`src/rtl/parity_rx.sv`:
```
// Oversampling serial frame receiver (start, 8 data LSB first, parity, stop) with parity/framing check.
// Define PARITY_RX_SYNC_EN to pass rx_in through a two-flop synchronizer before edge detection.
module parity_rx #(
  parameter int CLKS_PER_BIT = 16,
  parameter int ODD_PARITY   = 0,
  parameter int ERR_CNT_W    = 8
) (
  input  logic                 clk,
  input  logic                 rst_n,
  input  logic                 rx_in,
  input  logic                 err_clr,
  output logic [7:0]           data_out,
  output logic                 data_valid,
  output logic                 parity_err,
  output logic                 frame_err,
  output logic [ERR_CNT_W-1:0] err_count
);

  localparam int CNT_W = $clog2(CLKS_PER_BIT);
  localparam logic [CNT_W-1:0] HALF_M1 = CNT_W'(CLKS_PER_BIT / 2 - 1);
  localparam logic [CNT_W-1:0] FULL_M1 = CNT_W'(CLKS_PER_BIT - 1);

  typedef enum logic [2:0] {
    S_IDLE,
    S_START,
    S_DATA,
    S_PARITY,
    S_STOP,
    S_BREAK
  } state_t;

  state_t           r_state;
  state_t           w_state_nxt;
  logic [CNT_W-1:0] r_cnt;
  logic [2:0]       r_bit_idx;
  logic [7:0]       r_shift;
  logic             r_par_bit;
  logic             r_rx_prev;
  logic             w_rx;
  logic             w_cnt_clr;
  logic             w_shift;
  logic             w_par_smp;
  logic             w_stop_smp;
  logic             w_bit_last;

  function automatic logic f_parity_err(input logic [7:0] d, input logic p);
    return (^{d, p}) ^ (ODD_PARITY != 0);
  endfunction

  function automatic logic [ERR_CNT_W-1:0] f_err_next(input logic [ERR_CNT_W-1:0] cnt,
                                                      input logic clr, input logic inc);
    if (clr)
      return '0;
    else if (inc && (cnt != {ERR_CNT_W{1'b1}}))
      return cnt + ERR_CNT_W'(1);
    else
      return cnt;
  endfunction

`ifdef PARITY_RX_SYNC_EN
  logic r_sync1;
  logic r_sync2;

  // Flops reset high so a reset release never looks like a start edge
  always_ff @(posedge clk or negedge rst_n) begin
    if (!rst_n) begin
      r_sync1 <= 1'b1;
      r_sync2 <= 1'b1;
    end else begin
      r_sync1 <= rx_in;
      r_sync2 <= r_sync1;
    end
  end

  assign w_rx = r_sync2;
`else
  assign w_rx = rx_in;
`endif

  always_ff @(posedge clk or negedge rst_n) begin
    if (!rst_n) begin
      r_state   <= S_IDLE;
      r_rx_prev <= 1'b1;
    end else begin
      r_state   <= w_state_nxt;
      r_rx_prev <= w_rx;
    end
  end

  assign w_bit_last = (r_cnt == FULL_M1);

  always_comb begin
    w_state_nxt = r_state;
    w_cnt_clr   = 1'b0;
    w_shift     = 1'b0;
    w_par_smp   = 1'b0;
    w_stop_smp  = 1'b0;
    case (r_state)
      S_IDLE: begin
        w_cnt_clr = 1'b1;
        if (!w_rx && r_rx_prev)
          w_state_nxt = S_START;
      end
      S_START: begin
        // A high line at the start-bit midpoint is treated as a glitch
        if (r_cnt == HALF_M1) begin
          w_cnt_clr   = 1'b1;
          w_state_nxt = w_rx ? S_IDLE : S_DATA;
        end
      end
      S_DATA: begin
        if (w_bit_last) begin
          w_cnt_clr = 1'b1;
          w_shift   = 1'b1;
          if (r_bit_idx == 3'd7)
            w_state_nxt = S_PARITY;
        end
      end
      S_PARITY: begin
        if (w_bit_last) begin
          w_cnt_clr   = 1'b1;
          w_par_smp   = 1'b1;
          w_state_nxt = S_STOP;
        end
      end
      S_STOP: begin
        if (w_bit_last) begin
          w_cnt_clr   = 1'b1;
          w_stop_smp  = 1'b1;
          w_state_nxt = w_rx ? S_IDLE : S_BREAK;
        end
      end
      S_BREAK: begin
        w_cnt_clr = 1'b1;
        if (w_rx)
          w_state_nxt = S_IDLE;
      end
      default: w_state_nxt = S_IDLE;
    endcase
  end

  always_ff @(posedge clk or negedge rst_n) begin
    if (!rst_n) begin
      r_cnt     <= '0;
      r_bit_idx <= '0;
      r_shift   <= '0;
      r_par_bit <= 1'b0;
    end else begin
      r_cnt <= w_cnt_clr ? '0 : r_cnt + CNT_W'(1);
      if (r_state != S_DATA)
        r_bit_idx <= '0;
      else if (w_shift)
        r_bit_idx <= r_bit_idx + 3'd1;
      if (w_shift)
        r_shift <= {w_rx, r_shift[7:1]};
      if (w_par_smp)
        r_par_bit <= w_rx;
    end
  end

  // Result registers load on the stop-sample edge, so they are visible the cycle after
  always_ff @(posedge clk or negedge rst_n) begin
    if (!rst_n) begin
      data_out   <= 8'h00;
      data_valid <= 1'b0;
      parity_err <= 1'b0;
      frame_err  <= 1'b0;
      err_count  <= '0;
    end else begin
      data_valid <= w_stop_smp;
      if (w_stop_smp) begin
        data_out   <= r_shift;
        parity_err <= f_parity_err(r_shift, r_par_bit);
        frame_err  <= ~w_rx;
      end
      err_count <= f_err_next(err_count, err_clr, data_valid && (parity_err || frame_err));
    end
  end

endmodule

```
`config.mk`:
```
export PLATFORM = sky130hd
export DESIGN_NAME = parity_rx
export DESIGN_NICKNAME = d
export VERILOG_FILES = /design/src/rtl/parity_rx.sv
export SDC_FILE = /design/constraint.sdc
export NUM_CORES = 1
export LEC_CHECK = 0
export ABC_CLOCK_PERIOD_IN_PS = 3900
export CAP_MARGIN = 40
export CELL_PAD_IN_SITES_DETAIL_PLACEMENT = 1
export CELL_PAD_IN_SITES_GLOBAL_PLACEMENT = 1
export CORE_ASPECT_RATIO = 1.4
export CORE_MARGIN = 1.5
export CORE_UTILIZATION = 49
export CTS_BUF_LIST = sky130_fd_sc_hd__clkbuf_2 sky130_fd_sc_hd__clkbuf_4 sky130_fd_sc_hd__clkbuf_8
export CTS_CLUSTER_DIAMETER = 200
export DETAILED_ROUTE_END_ITERATION = 16
export PLACE_DENSITY = 0.87
export SETUP_SLACK_MARGIN = 0.05
export SKIP_CTS_REPAIR_TIMING = 1
export SLEW_MARGIN = 20
export SYNTH_ARGS = -nofsm -noshare
export SYNTH_HDL_FRONTEND = slang
export SYNTH_SLANG_ARGS = --single-unit
```
`constraint.sdc`:
```
create_clock -name clk -period 3.9 [get_ports clk]
set_input_delay 0.39 -clock clk [delete_from_list [all_inputs] [get_ports clk]]
set_output_delay 0.39 -clock clk [all_outputs]
set_load 0.05 [all_outputs]
```
* After elaboration in Yosys (flattened, before gate mapping) *
Index checks and enable logic that the tools add are counted.

cells by class
  equal/unequal tests = 17
  divide/modulo/power cells = 0
  reduce and logical (&&, ||, !) cells = 12
  bitwise logic cells = 1
  multipliers = 0
  shifts and indexed selects = 0
  muxes and demuxes = 21
  order comparisons = 0
  add/subtract/negate cells = 3

operator list
  cell                   count
  $mux W3                10
  $pmux W3 S6            1
  $mux W8                2
  $ne A2 B2 Y1 const B   7
  $eq A3 B3 Y1 const B   3
  $reduce_xor A9 Y1      1
  $add A8 B1 Y8 const B  1
  $ne A8 B8 Y1 const B   1
  $reduce_and A7 Y1      1
  $eq A3 B2 Y1 const B   2
  $mux W1                5
  $add A4 B1 Y4 const B  1
  $eq A4 B3 Y1 const B   1
  $eq A4 B4 Y1 const B   1
  $mux W4                1
  $reduce_bool A2 Y1     2
  $add A3 B1 Y3 const B  1
  $eq A3 B1 Y1 const B   1
  $logic_and A1 B1 Y1    3
  $logic_not A3 Y1       1
  $ne A3 B2 Y1 const B   1
  $pmux W1 S3            1
  $reduce_or A3 Y1       1
  $mux W2                1
  4 further kinds        4

word-level totals
  latch bits = 0
  output and inout bits = 19
  register bits after elaboration = 39
  logic and storage cells = 65
  memory bits (read-only) = 0
  memory bits (writable) = 0
  memories = 0

* Logic depth before layout (Yosys ltp) *
Gate-level depths: netlist of the first run.

  word-level depth = 5
  depth in mapped cells = 7

* Worst setup path before layout of the first run *
OpenSTA, ideal clock, no wires.

  path type = register to register
  start = reg err_count[0]
  end = reg err_count[5]
  slack = 1.942 ns
  cell stages (with the launch flop) = 6
  required time = 3.822 ns
  data arrival time = 1.880 ns
  setup time = 0.078 ns
  period minus slack after synthesis = 1.958 ns
  cells stage by stage = dfrtp_1 ha_1 and3_1 a21o_1 or4_1 a21oi_1

between the ends
  word-level cells in the longest chain between the ends = 3

ends and longest elaborated chain
  element                                                RTL line  RTL
  start, declared                                        16        output logic [ERR_CNT_W-1:0] err_count
  start signal, assigned                                 176       err_count <= f_err_next(err_count, err_clr, data_valid && (parity_err || frame_err));
  $add A8 B1 Y8 / $ne A8 B8 Y1 (equally long branches)   55, 54
  $mux W8 / $logic_and A1 B1 Y1 (equally long branches)  54        else if (inc && (cnt != {ERR_CNT_W{1'b1}}))
  $mux W8 / $reduce_bool A2 Y1 (equally long branches)   --

Several ways; a longest one is shown, not always the timed one. The select of a mux whose other input is x is not followed.
A chain may end at the register's enable or synchronous reset.

* Worst setup path in the final report of the first run *
  start = reg err_count[3]
  end = out err_count[3]

No word-level cell between the ends.

==> metrics.yaml, run 1 <==
outcome: "complete, no violations"
nNetsFinal: 189
drt-wirelength-per-cell_um: 18.5
setup.reg_to_reg.worst_slack_ns: 1.96
worst_skew_pair.late_latency_ns: 0.29
critical_path_peak_fanout: 6
antenna_found_initial: 0
number_of_sinks_on_the_clock_net: 39
holdWs_ns: 0.0993
dr_total_vias: 1286
crit_type: "reg2out"
crit-reg2reg-launch: "r_cnt[0]"
cts_made_buffers: 5
drv_slew: 0
critical-path-slowest-cell: "sky130_fd_sc_hd__clkdlybuf4s50_1"
setup.worst_path.start_class: "flip-flop"
total_inserted_antenna_cells: 0
drv_cap: 0
first_pass_grt_wire_length_um: 6840
finalSetupViolations: 0
cpPeakStageDelay_ns: 0.85
hp-class: "in2async"
die_area_mm2: 0.00414
crit_required_ns: 3.51
setup_tns_after_final_layout_ns: 0
total_congestion_overflow: 0
r2r_end: "data_out[0]"
cts_buffer_depth: 2
ant_nets: 0
p_per_area_mw_per_mm2: 453
post_synth_num_cell_types: 38
power.ir.vdd_worst_v: 0.000472
gpl.final_weighted_congestion: 0.793
cells_along_the_critical_path: "clkdlybuf4s50_1"
critPathBufInv: 1
core_box_area_mm2: 0.00361
synth.ff_latch_count: 39
max_slew_margin: 0.589
clockRootBuffer: "sky130_fd_sc_hd__clkbuf_8"
final_layout_size_suffix_gt1_frac: 0.192
synth-async-reset-ratio: 1.00
critical-path-top-delay-family: "buffers and inverters"
synth_nets: 165
worstPathArrival_ns: 1.63
grtUsageTotal: 0.238
drt_iter0_markers: 9
fin_worst_skew_ns: 0.0103
first_global_vias: 1395
firstDrtPassIters: 4
synth_edf_count: 0
fin_crit_sh: 0.517
fp.dieW_um: 54.8
areaGrowthSynthToFinish_pct: 19.6
dp_hpwl_um: 3060
rsz0062_at_grt: "no"
boundaryPins: 23
postSynthAreaPerCell_um2: 11.7
floorplan.initialDensity: 0.510
p_leak_nw: 1.01
tritoncts: "built"
drc_errors: 0
synthesis.instances: 157
rr_worst_depth: 4
clk_pin_slew_ns: 0.08
die_y_um: 75.5
placement.io_buffers: 22
max_clock_freq_mhz: 496
timing_worst_slew_pin_value_ns: 0.617
fin_crit_ns: 2.02
vias_per_cell: 5.74
netlist_area_pre_place_mm2: 0.00184
hold_violations: 0
synth-seq-area-share: 0.531
rows: 26
grt_max_degree: 28
htree_num_levels: 2
wirelength_um: 4140
dominantRegCellSynth: "sky130_fd_sc_hd__dfrtp_1"
setup.worst_path.end_class: "primary output"
yosys_warnings: 0
## cell usage in the layout, fill, tap and decap left out, drive strengths merged, types with 3 or more instances in the layout
master / count
clkbuf: 6
a21oi: 6
buf: 3
mux2: 19
nand3: 6
nand2b: 4
or3: 3
dfrtp: 38
ha: 4
nor2: 14
inv: 4
clkdlybuf4s50: 21
o21ai: 6
nand2: 12
xor2: 4
xnor2: 8
## layout make-up
| cell class | instances | area, µm² |
|---|---|---|
| Tap cell | 42 | 52.6 |
| Sequential cell | 39 | 977 |
| Fill cell | 373 | 1410 |
| Clock buffer | 6 | 82.6 |
| Timing Repair Buffer | 24 | 230 |
| Inverter | 4 | 15.0 |
| Multi-Input combinational cell | 107 | 808 |
| Clock inverter | 2 | 35.0 |
## per-stage QoR
stage                     utilization  cells  setup WS (ns)  instance area [µm²]  power (mW)
after floorplan                     -    157           1.94                 1840       0.606
after global placement          0.578    216           2.04                 2090       0.643
after detailed placement        0.577    216           1.92                 2080       0.661
after CTS                       0.609    224           1.88                 2200        1.01
after global routing            0.609    224           1.82                 2200        1.05
final                           0.609    224           1.88                 2200       0.996
## Yosys cell counts (all sizes together) (2+ instances only)
cell type  number  area share
nand2b          4       0.014
o22ai           2      0.0068
or3             3       0.010
and3            2      0.0075
mux2           19        0.13
o21a            2      0.0082
o21ai           6       0.016
inv             4      0.0082
clkbuf          2      0.0041
xnor2           8       0.038
ha              4       0.027
xor2            4       0.019
nand3           6       0.023
a21oi           6       0.016
or4             2      0.0082
buf             5       0.018
nor2           14       0.029
o31ai           2      0.0082
nand2          12       0.024
dfrtp          38        0.52
## flip-flops by register name, summed over array words and instances, names as in the netlist
name and cells:
r_par_bit 1, frame_err 1, parity_err 1, r_bit_idx 3
r_cnt 4, data_out 8, r_shift 8, r_rx_prev 1
data_valid 1, r_state 3, err_count 8
## how the worst max path moves through the flow
stage,from,to,slack [ns],depth (start not counted)
2_1_floorplan,err_count[0],err_count[5],1.94,5
3_3_place_gp,rst_n,r_rx_prev,2.04,2
3_5_place_dp,r_cnt[0],data_out[4],1.92,4
4_1_cts,err_count[3],err_count[3],1.88,1
5_1_grt,err_count[3],err_count[3],1.82,1
6_report,err_count[3],err_count[3],1.88,1
## metal layers
layer | vias up | share of wire | track usage
met5 | - | 0 | 0
met4 | 0 | 0.022 | 0.114
met3 | 8 | 0.029 | 0.0549
met2 | 22 | 0.56 | 0.405
met1 | 667 | 0.39 | 0.275
li1 | 589 | - | -
## power by group
part | switching, mW | total, mW | internal, mW
clock | 0.142 | 0.349 | 0.207
combinational | 0.0839 | 0.153 | 0.0695
sequential | 0.0531 | 0.494 | 0.441
## cell families (layout without fill, tap and decap cells)
group                      after synthesis  after routing  synth area share
AOI/OAI and AO/OA                       23             23            0.0782
xor gates and xnor gates                13             13            0.0693
adders and majority gates                4              4            0.0272
buffers and inverters                   11             36            0.0299
DFF                                     39             39             0.531
muxes                                   20             20             0.132
and+or+nand+nor                         47             47             0.133
Note: power is estimated with default switching activity, not from simulation.
==> inputs of run 2 (changes only) <==
- ABC_CLOCK_PERIOD_IN_PS: 3900 -> 1850
- CORE_UTILIZATION: 49 -> 41
- PLACE_DENSITY: 0.87 -> 0.77
- clock period: 3.9 -> 1.85 ns (I/O delays scaled with it)
==> run 2 against run 1 <==
- cell count grew 8.9%
- clock skew shrank 0.0048 ns
- hold slack better by 0.22 ns
- register-to-register slack got worse by 1.9 ns
- global-route usage down 6.1 points
- power up 100%
- combinational power increased by 140%
- worst setup slack worse by 1.8 ns
- critical path depth is 4 higher
- critical endpoint is now data_out[6]
==> metrics.yaml, run 2 (synthesis results as in run 1) <==
first_global_vias: 1321  # -5.3%
finalSetupViolations: 0  # unchanged
die_y_um: 82.3  # +9.0%
largest_registers: "data_out (8), err_count (8), r_shift (8)"
outcome: "complete, no violations"
grtUsageMet1: 0.184  # -0.0904
finish.cell_count_without_fillers: 244  # +8.9%
setup.worst_path.end_class: "flip-flop"
total_inserted_antenna_cells: 0  # unchanged
fin_crit_sh: 0.949
rows: 28  # +7.7%
critical_path_peak_fanout: 10  # +4
hp-class: "in2async"
critical-path-top-delay-family: "simple AND/OR/NAND/NOR gates"
worst_slack_ns: 0.0936  # -1.79 ns
ff_latch_area_um2: 980  # +0.26%
cts_made_buffers: 5  # unchanged
fillCellCount: 474  # +27%
layout.cells.most_common: "sky130_fd_sc_hd__dfrtp_1"
die_area_mm2: 0.00491  # +19%
gpl.final_weighted_congestion: 0.774  # -2.3%
clockRootBuffer: "sky130_fd_sc_hd__clkbuf_8"
clk_pin_slew_ns: 0.07  # about the same
vias_per_cell: 5.14  # -11%
drt_iter0_markers: 45  # +36
cells_along_the_critical_path: "ha_4 -> nand3_4 -> or3_1 -> buf_4 -> mux2_4"
worstPathArrival_ns: 1.93  # +0.30 ns
htree_num_levels: 2  # unchanged
fin_worst_skew_ns: 0.00546  # -0.00484 ns
floorplan.initialDensity: 0.431  # -0.0791
fin_crit_ns: 1.76
hold_violations: 0  # unchanged
areaGrowthSynthToFinish_pct: 22.7
wirelength_um: 3810  # -7.8%
dr_total_vias: 1253  # -2.6%
cpPeakStageDelay_ns: 0.41  # -0.44 ns
grt_busiest_layer: "met2"
p_leak_nw: 1.04  # +2.9%
setup_tns_after_final_layout_ns: 0  # unchanged
dp_hpwl_um: 2690  # -12%
max_slew_margin: 0.567  # -0.0220
timing_worst_slew_pin_value_ns: 0.643  # +0.0262 ns
rsz0062_at_grt: "no"
firstDrtPassIters: 4  # unchanged
critical-path-slowest-cell: "sky130_fd_sc_hd__dfrtp_1"
number_of_sinks_on_the_clock_net: 39  # unchanged
power.ir.vdd_worst_v: 0.000575  # +22%
antenna_found_initial: 0  # unchanged
grt.met3_usage: 0.0467  # -0.00817
dpl_worst_slack_ns: 0.00926  # -1.92 ns
grt_max_degree: 40  # +43%
final_layout_size_suffix_gt1_frac: 0.223  # +0.0305
drt-wirelength-per-cell_um: 15.6  # -15%
fp.dieW_um: 59.6  # +8.8%
finalCoreUtilization: 0.528  # -0.0811
worst_skew_pair.late_latency_ns: 0.29  # about the same
drc_errors: 0  # unchanged
critPathBufInv: 1  # unchanged
cts_buffer_depth: 2  # unchanged
setup.worst_path.start_class: "flip-flop"
tritoncts: "built"
power.total_mw: 2.00  # +100%
grtUsageTotal: 0.177  # -0.0608
max_clock_freq_mhz: 569
boundaryPins: 23  # unchanged
drv_slew: 0  # unchanged
ant_nets: 0  # unchanged
grt.met2_usage: 0.326  # -0.0784
numPlacedInstances: 236  # +9.3%
core_box_area_mm2: 0.00427  # +18%
first_pass_grt_wire_length_um: 6320  # -7.6%
placement.io_buffers: 22  # unchanged
final_cell_mix: "sky130_fd_sc_hd__dfrtp_1 (36), sky130_fd_sc_hd__clkdlybuf4s50_1 (20), sky130_fd_sc_hd__nor2_1 (14), sky130_fd_sc_hd__mux2_2 (14), sky130_fd_sc_hd__nand2_1 (12)"
crit_required_ns: 2.03  # -1.48 ns
total_congestion_overflow: 0  # unchanged
nNetsFinal: 192  # +1.6%
p_per_area_mw_per_mm2: 887  # +96%
crit_type: "reg2reg"
drv_cap: 0  # unchanged
multi_input_area_um2: 838  # +3.7%
==> run 2: changes by cell type in the layout (fill, tap and decap cells not counted), sizes merged <==
| cell | previous run | this run |
|---|---|---|
| clkdlybuf4s50 | 21 | 20 |
| buf | 3 | 5 |
| dlymetal6s2s | 0 | 2 |
| bufinv | 1 | 0 |
==> run 2: per-stage QoR <==
stage / area [µm²] / hold slack [ns]
after floorplan: 1860 / -0.111
after global placement: 2140 / 0.442
after detailed placement: 2140 / 0.473
after CTS: 2230 / 0.332
after global routing: 2260 / 0.366
final: 2260 / 0.322
==> run 2: routing by layer <==
layer | routed length (µm) | up-vias
li1 | - | 598
met1 | 1490 | 631
met2 | 2160 | 18
met3 | 99 | 6
met4 | 65 | 0
met5 | 0 | -
==> run 2: path summary, 6_finish.rpt <==
| check | start | endpoint | slack, ns | cells past startpoint |
|---|---|---|---|---|
| max | r_cnt[0] | data_out[6] | 0.09 | 5 |
| min | rst_n | err_count[5] | 0.32 | 2 |
| max reg2reg | r_cnt[0] | data_out[6] | 0.09 | 5 |
| min reg2reg | data_out[4] | data_out[4] | 0.51 | 1 |
| max in group asynchronous | rst_n | err_count[0] | 1.16 | 2 |
| min in group clk | data_out[4] | data_out[4] | 0.51 | 1 |
==> run 2: layout make-up <==
class / count / share of cell area
sequential: 39 / 0.434
clock inverter: 1 / 0.00222
inverter: 4 / 0.00665
timing repair buffer: 27 / 0.116
tap: 60 / 0.0332
clock buffer: 6 / 0.0366
multi-input combinational: 107 / 0.371
==> run 2: worst reg2reg max path, cell delays in order (launching register included) <==
cell and delay (ns):
sky130_fd_sc_hd__dfrtp_1 0.41, sky130_fd_sc_hd__ha_4 0.21, sky130_fd_sc_hd__nand3_4 0.11, sky130_fd_sc_hd__or3_1 0.42
sky130_fd_sc_hd__buf_4 0.20, sky130_fd_sc_hd__mux2_4 0.30
==> run 2: report_power, final <==
group | switching, mW | internal (mW)
registers | 0.129 | 0.930
logic | 0.189 | 0.183
clock network | 0.281 | 0.292
